## src/rtl/fetch_stage.sv

```systemverilog
// Instruction-fetch stage: PC register, instruction-memory address and IF/ID pipeline register.
// Redirects (branch, jr, j) flush IF/ID and take priority over a load-use stall.
module fetch_stage #(
    parameter logic [31:0] RESET_PC  = 32'h0000_0000,
    parameter logic [31:0] NOP_INSTR = 32'h0000_0000
) (
    input  logic        Clk,
    input  logic        Reset_n,
    output logic [31:0] IMemAddr,
    input  logic [31:0] IMemData,
    input  logic        Stall,
    input  logic        Jump,
    input  logic        JumpReg,
    input  logic [31:0] JrTarget,
    input  logic        BranchTaken,
    input  logic [31:0] BranchTarget,
    output logic [31:0] Instr_ID,
    output logic [31:0] PCPlus4_ID,
    output logic        Valid_ID,
    output logic [5:0]  OpCode,
    output logic [4:0]  Rt
);

    logic [31:0] pc_q, pc_d;
    logic [31:0] instr_q, instr_d;
    logic [31:0] pcp4_q, pcp4_d;
    logic        valid_q, valid_d;
    logic [31:0] pc_plus4;
    logic [31:0] jump_target;
    logic        redirect;

    always_comb begin
        pc_plus4    = pc_q + 32'd4;
        jump_target = {pcp4_q[31:28], instr_q[25:0], 2'b00};
        // Redirect requests only mean something when IF/ID holds a real instruction.
        redirect    = (BranchTaken | JumpReg | Jump) & valid_q;

        pc_d = pc_plus4;
        if (valid_q && BranchTaken) begin
            pc_d = {BranchTarget[31:2], 2'b00};
        end else if (valid_q && JumpReg) begin
            pc_d = {JrTarget[31:2], 2'b00};
        end else if (valid_q && Jump) begin
            pc_d = jump_target;
        end else if (Stall) begin
            pc_d = pc_q;
        end

        instr_d = instr_q;
        pcp4_d  = pcp4_q;
        valid_d = valid_q;
        if (redirect) begin
            instr_d = NOP_INSTR;
            valid_d = 1'b0;
        end else if (!Stall) begin
            instr_d = IMemData;
            pcp4_d  = pc_plus4;
            valid_d = 1'b1;
        end
    end

    always_ff @(posedge Clk or negedge Reset_n) begin
        if (!Reset_n) begin
            pc_q    <= RESET_PC;
            instr_q <= NOP_INSTR;
            pcp4_q  <= 32'h0000_0000;
            valid_q <= 1'b0;
        end else begin
            pc_q    <= pc_d;
            instr_q <= instr_d;
            pcp4_q  <= pcp4_d;
            valid_q <= valid_d;
        end
    end

    assign IMemAddr   = pc_q;
    assign Instr_ID   = instr_q;
    assign PCPlus4_ID = pcp4_q;
    assign Valid_ID   = valid_q;
    assign OpCode     = instr_q[31:26];
    assign Rt         = instr_q[20:16];

endmodule

```

## config.mk

```make
export PLATFORM = sky130hd
export DESIGN_NAME = fetch_stage
export DESIGN_NICKNAME = d
export VERILOG_FILES = /design/src/rtl/fetch_stage.sv
export SDC_FILE = /design/constraint.sdc
export NUM_CORES = 1
export LEC_CHECK = 0
export ABC_AREA = 1
export CAP_MARGIN = 20
export CORE_MARGIN = 2
export CORE_UTILIZATION = 40
export DETAILED_ROUTE_END_ITERATION = 10
export GPL_TIMING_DRIVEN = 1
export PLACE_DENSITY = 0.84
export SLEW_MARGIN = 0
export SYNTH_ARGS = -nofsm -noshare
export SYNTH_HDL_FRONTEND = slang
export SYNTH_SLANG_ARGS = --single-unit
```

## constraint.sdc

```tcl
create_clock -name Clk -period 4.69 [get_ports Clk]
set_input_delay 0.938 -clock Clk [delete_from_list [all_inputs] [get_ports Clk]]
set_output_delay 0.938 -clock Clk [all_outputs]
set_load 0.01 [all_outputs]
```

## Yosys cells after proc, flatten, opt, wreduce, memory -nomap -nowiden

Cells that the tools add are included.

- Memories: 0
- Bits in writable memories: 0
- Bits of input ports: 102
- Latch bits: 0
- Memory bits (read-only): 0
- Output and inout bits: 108
- Register bits after elaboration: 97

- Mux-type cells: 8
- Bitwise logic cells: 5
- Reductions and logical operators: 4
- Eq/ne operators: 2
- Add/sub/neg operators: 1
- Divide/modulo/power cells: 0
- Order comparisons: 0
- Shifts and indexed selects: 0
- Multipliers: 0

Operators with widths:

| kind | count |
|---|---|
| two-way mux 32 bit | 6 |
| adder 32 x 3 -> 32 bit, second input constant | 1 |
| != test 4 x 1 -> 1 bit, second input constant | 1 |
| logical AND 1 bit | 3 |
| two-way mux 1 bit | 2 |
| != test 2 x 1 -> 1 bit, second input constant | 1 |
| NOT 1 bit | 2 |
| bitwise OR 1 bit | 2 |
| AND reduction 2 bit | 1 |
| AND 1 bit | 1 |

## Longest topological paths before layout

- Depth in word-level cells: 5
- Gate-level depth with buffers: 12
- Mapped depth without buffers: 12

## Worst setup path after synthesis

OpenSTA, ideal clock, no wires.

- Path kind: input-to-reg
- From: input JumpReg
- To: register pc_q[10], in the netlist IMemAddr[10]
- Data required time: 4.574 ns
- Path buffers: 1
- Data arrival time: 1.769 ns
- Path slack: 2.804 ns
- Stages on the path: 7
- Path through: nand2_2 > nand3_4 > nor2_4 > buf_1 > nor2_1 > nand2_1 > nand2_1

- Longest elaborated chain between the ends: 3
- Elaborated cells between the ends (all ways): 4
- Classes of those cells: eq/ne (1); mux (2); reduce/logical (1)

Ends and longest elaborated chain:

| element | line | RTL |
|---|---|---|
| from (decl) | 13 | `input logic JumpReg,` |
| logical AND 1 bit (*) | 41 | `end else if (valid_q && JumpReg) begin` |
| two-way mux 32 bit | 41 |  |
| two-way mux 32 bit | 39 | `if (valid_q && BranchTaken) begin` |
| to (signal assigned) | 69 | `pc_q <= pc_d;` |
| to (decl) | 24 | `logic [31:0] pc_q, pc_d;` |

Every way passes the cells marked *; elsewhere a longest branch is shown, timed or not.
A chain may end at the register's enable or synchronous reset.

## Final worst setup path

- From: input Jump
- To: register pc_q[2], in the netlist IMemAddr[2]

- Longest elaborated chain between the ends: 4
- Elaborated cells between the ends (all ways): 5
- Classes of those cells: eq/ne (1); mux (3); reduce/logical (1)

Ends and longest elaborated chain:

| element | line | RTL |
|---|---|---|
| from (decl) | 12 | `input logic Jump,` |
| logical AND 1 bit (*) | 43 | `end else if (valid_q && Jump) begin` |
| two-way mux 32 bit | 43 |  |
| two-way mux 32 bit | 41 |  |
| two-way mux 32 bit | 39 |  |

Marked as above.

==> impl_results.md <==
- Num rows: 43
- DP Area: 7560 um^2
- Area Overhead vs Synth: 40.3%
- Die Span Y: 122 um
- Post-synthesis cell type count: 34
- Clk_lat worst skew: 340 ps
- Routed wire length: 17.3 mm
- Share of the synthesized area in the top cell type: 41.6%
- Routability cong.: 0.908
- # Post-CTS Setup Buffers: 0
- Critical Path AT: 3100 ps
- ANT nets after route: 0
- GRT Overall Usage: 23.8%
- Initial cell density of the core: 40.6%
- Final Skew: 5.41 ps
- Synth Area per Inst: 6.96 um^2
- Port Buffers: 201
- Syn. warnings: 0
- Achievable Freq: 345 MHz
- Slew Limit Fails: 0
- Initial drt markers: 336
- Crit. End Element: flop
- Net count, final: 1076
- Synth area leader: dfrtp_1
- Root buf cell: clkbuf_16
- Async SR Flop Fraction: 100%
- HP Class: flop to flop
- Clock slew at reported path FFs: 60 ps
- Initial antenna violation count: 0
- # setup viols final: 0
- CTS sink count: 93
- CTS Buf Count: 9
- First-pass GRT wire length: 27.6 mm
- Worst Path Required: 4900 ps
- Pwr dens: 600 nW/um^2
- Most common cell after layout, fill and taps aside: nand2_1
- Outcome: complete, no violations
- Area of the multi-input gates: 2680 um^2
- Worst-path fanout max: 29
- Worst-Margin Slew: 1090 ps
- Top cells by area, synth: dfrtp_1 (42%), nand2_1 (19%), nor2_1 (7.9%)
- RSZ-0062 raised after global routing: false
- Fraction of layout cells with a size suffix above 1: 5.12%
- Most frequent cells in the layout: nand2_1 (281), clkdlybuf4s50_1 (200), nor2_1 (117)
- Vias in the first global route: 5404
- Vias/cell: 4.89
- Sequential area share after synthesis: 41.6%
- Period utilisation layout: 61.7%
- N_diodes: 0
- Ports: 210
- Post-synth EDFFs: 0
- Most used DFF post-synth: dfrtp_1
- Setup TNS Final: 0 ps
- Critical Path Source Type: primary input
- Core ar.: 13800 um^2
- Total congestion overflow: 0
- Detailed-route via count: 5660
- Post-synthesis register bit count: 93
- Htree depth: 3
- Final Hold Vio Count: 0
- P_leak: 3.64 nW
- DRC violation count after routing: 0
- Finished Cell Area: 7840 um^2
- DR WL/cell: 15.0 um
- Post-cts hold buffer count: 0
- Clk buf depth: 2
- Post-Syn Area: 5590 um^2
- Die area: 14900 um^2
- Cell count after synthesis: 803
- Die width: 122 um
- Max Cap Viol: 0
- CTS resizes: 0
- Fillers: 1317
- DP HPWL: 12.4 mm
- FF/Latch Area: 2330 um^2
- VDD IR-drop max: 465 uV
- Drt pass-1 iters: 7
- Fin crit period: 2900 ps
- Slew HR: 27.1%
- CTS tree: yes
- Largest net degree at the start of global routing: 61
- Kind of critical path: primary input to flop
power by group:
group	switching [W]	internal (W)	leakage (nW)
clock	0.000304	0.000400	0.139
combinational	0.00135	0.00116	2.36
sequential	0.000351	0.00114	1.14
total	0.00201	0.00270	3.64
metrics by stage:
step	total power, W	std cells	worst slack (ps)	utilization [%]	hold slack [ps]
after CTS	0.00474	1157	1820	56.9	478
after global routing	0.00509	1157	1650	56.9	506
after detailed placement	0.00401	1142	1440	54.9	462
after global placement	0.00396	1142	1470	54.9	455
final	0.00471	1157	1790	56.9	475
after floorplan	0.00288	806	2800	-	509
Yosys cell counts (3+ instances only):
cell type / count
xor2_1: 4
nor2_4: 6
o21ai_1: 12
a21oi_1: 27
buf_2: 18
a22o_1: 9
o211ai_1: 3
xnor2_1: 4
dfrtp_1: 93
o21ai_0: 29
clkbuf_1: 5
nand2_2: 7
nand2_1: 281
nor2_1: 117
nor2_2: 6
a31oi_1: 20
buf_4: 18
nand3_1: 46
buf_1: 6
inv_2: 3
inv_1: 71
metal layers:
metal  GRT usage [%]  vias to the layer above  wire, um
met2            38.7                      247      7970
met1            31.4                     2556      7580
li1                -                     2833         -
met3            4.96                       24      1450
met4            8.19                        0       320
met5               0                        -         0
cells by family (layout without fill, tap and decap cells):
logic type | after synthesis | count (layout) | share of synthesized area [%]
AO/OA/AOI/OAI | 104 | 104 | 10.7
other | 1 | 4 | 0.0671
flip-flops | 93 | 93 | 41.6
adder cells (fa/ha/maj) | 1 | 1 | 0.224
buffers and inverters | 125 | 296 | 10.6
AND/OR/NAND/NOR | 471 | 471 | 35.5
XOR/XNOR | 8 | 8 | 1.25
area by class of cell:
cell class / instances / area share [%]
multi-input cells: 588 / 34.2
flip-flops and latches: 93 / 29.7
repair buffers: 207 / 26.2
inverters: 74 / 3.54
clock buffers: 14 / 3.49
well taps: 180 / 2.87
clock inverters: 1 / 0.0638
flip-flops by register name, indices dropped and copies added, names as in the netlist:
| register | count |
|---|---|
| Instr_ID | 32 |
| IMemAddr | 30 |
| PCPlus4_ID | 30 |
| Valid_ID | 1 |
path summary, 6_finish.rpt:
check,from,endpoint,slack [ps],cells past startpoint
setup / recovery,Jump,IMemAddr[2]$_DFFE_PN0P_,1790,8
hold / removal,PCPlus4_ID[5]$_DFFE_PN0P_,PCPlus4_ID[5]$_DFFE_PN0P_,480,2
setup reg to reg,Valid_ID$_DFFE_PN0P_,IMemAddr[2]$_DFFE_PN0P_,2340,7
hold reg to reg,PCPlus4_ID[5]$_DFFE_PN0P_,PCPlus4_ID[5]$_DFFE_PN0P_,480,2
max in group asynchronous,Reset_n,IMemAddr[9]$_DFFE_PN0P_,3000,2
min in group asynchronous,Reset_n,Instr_ID[17]$_DFFE_PN0P_,680,1
critical path, stage by stage:
cell and delay, ps:
clkdlybuf4s50_1 420, nand2_2 520, nand3_4 190, nor2_4 130
buf_4 320, inv_2 320, o21ai_0 160, o22ai_1 100
Note: power is estimated with default switching activity, not from simulation.
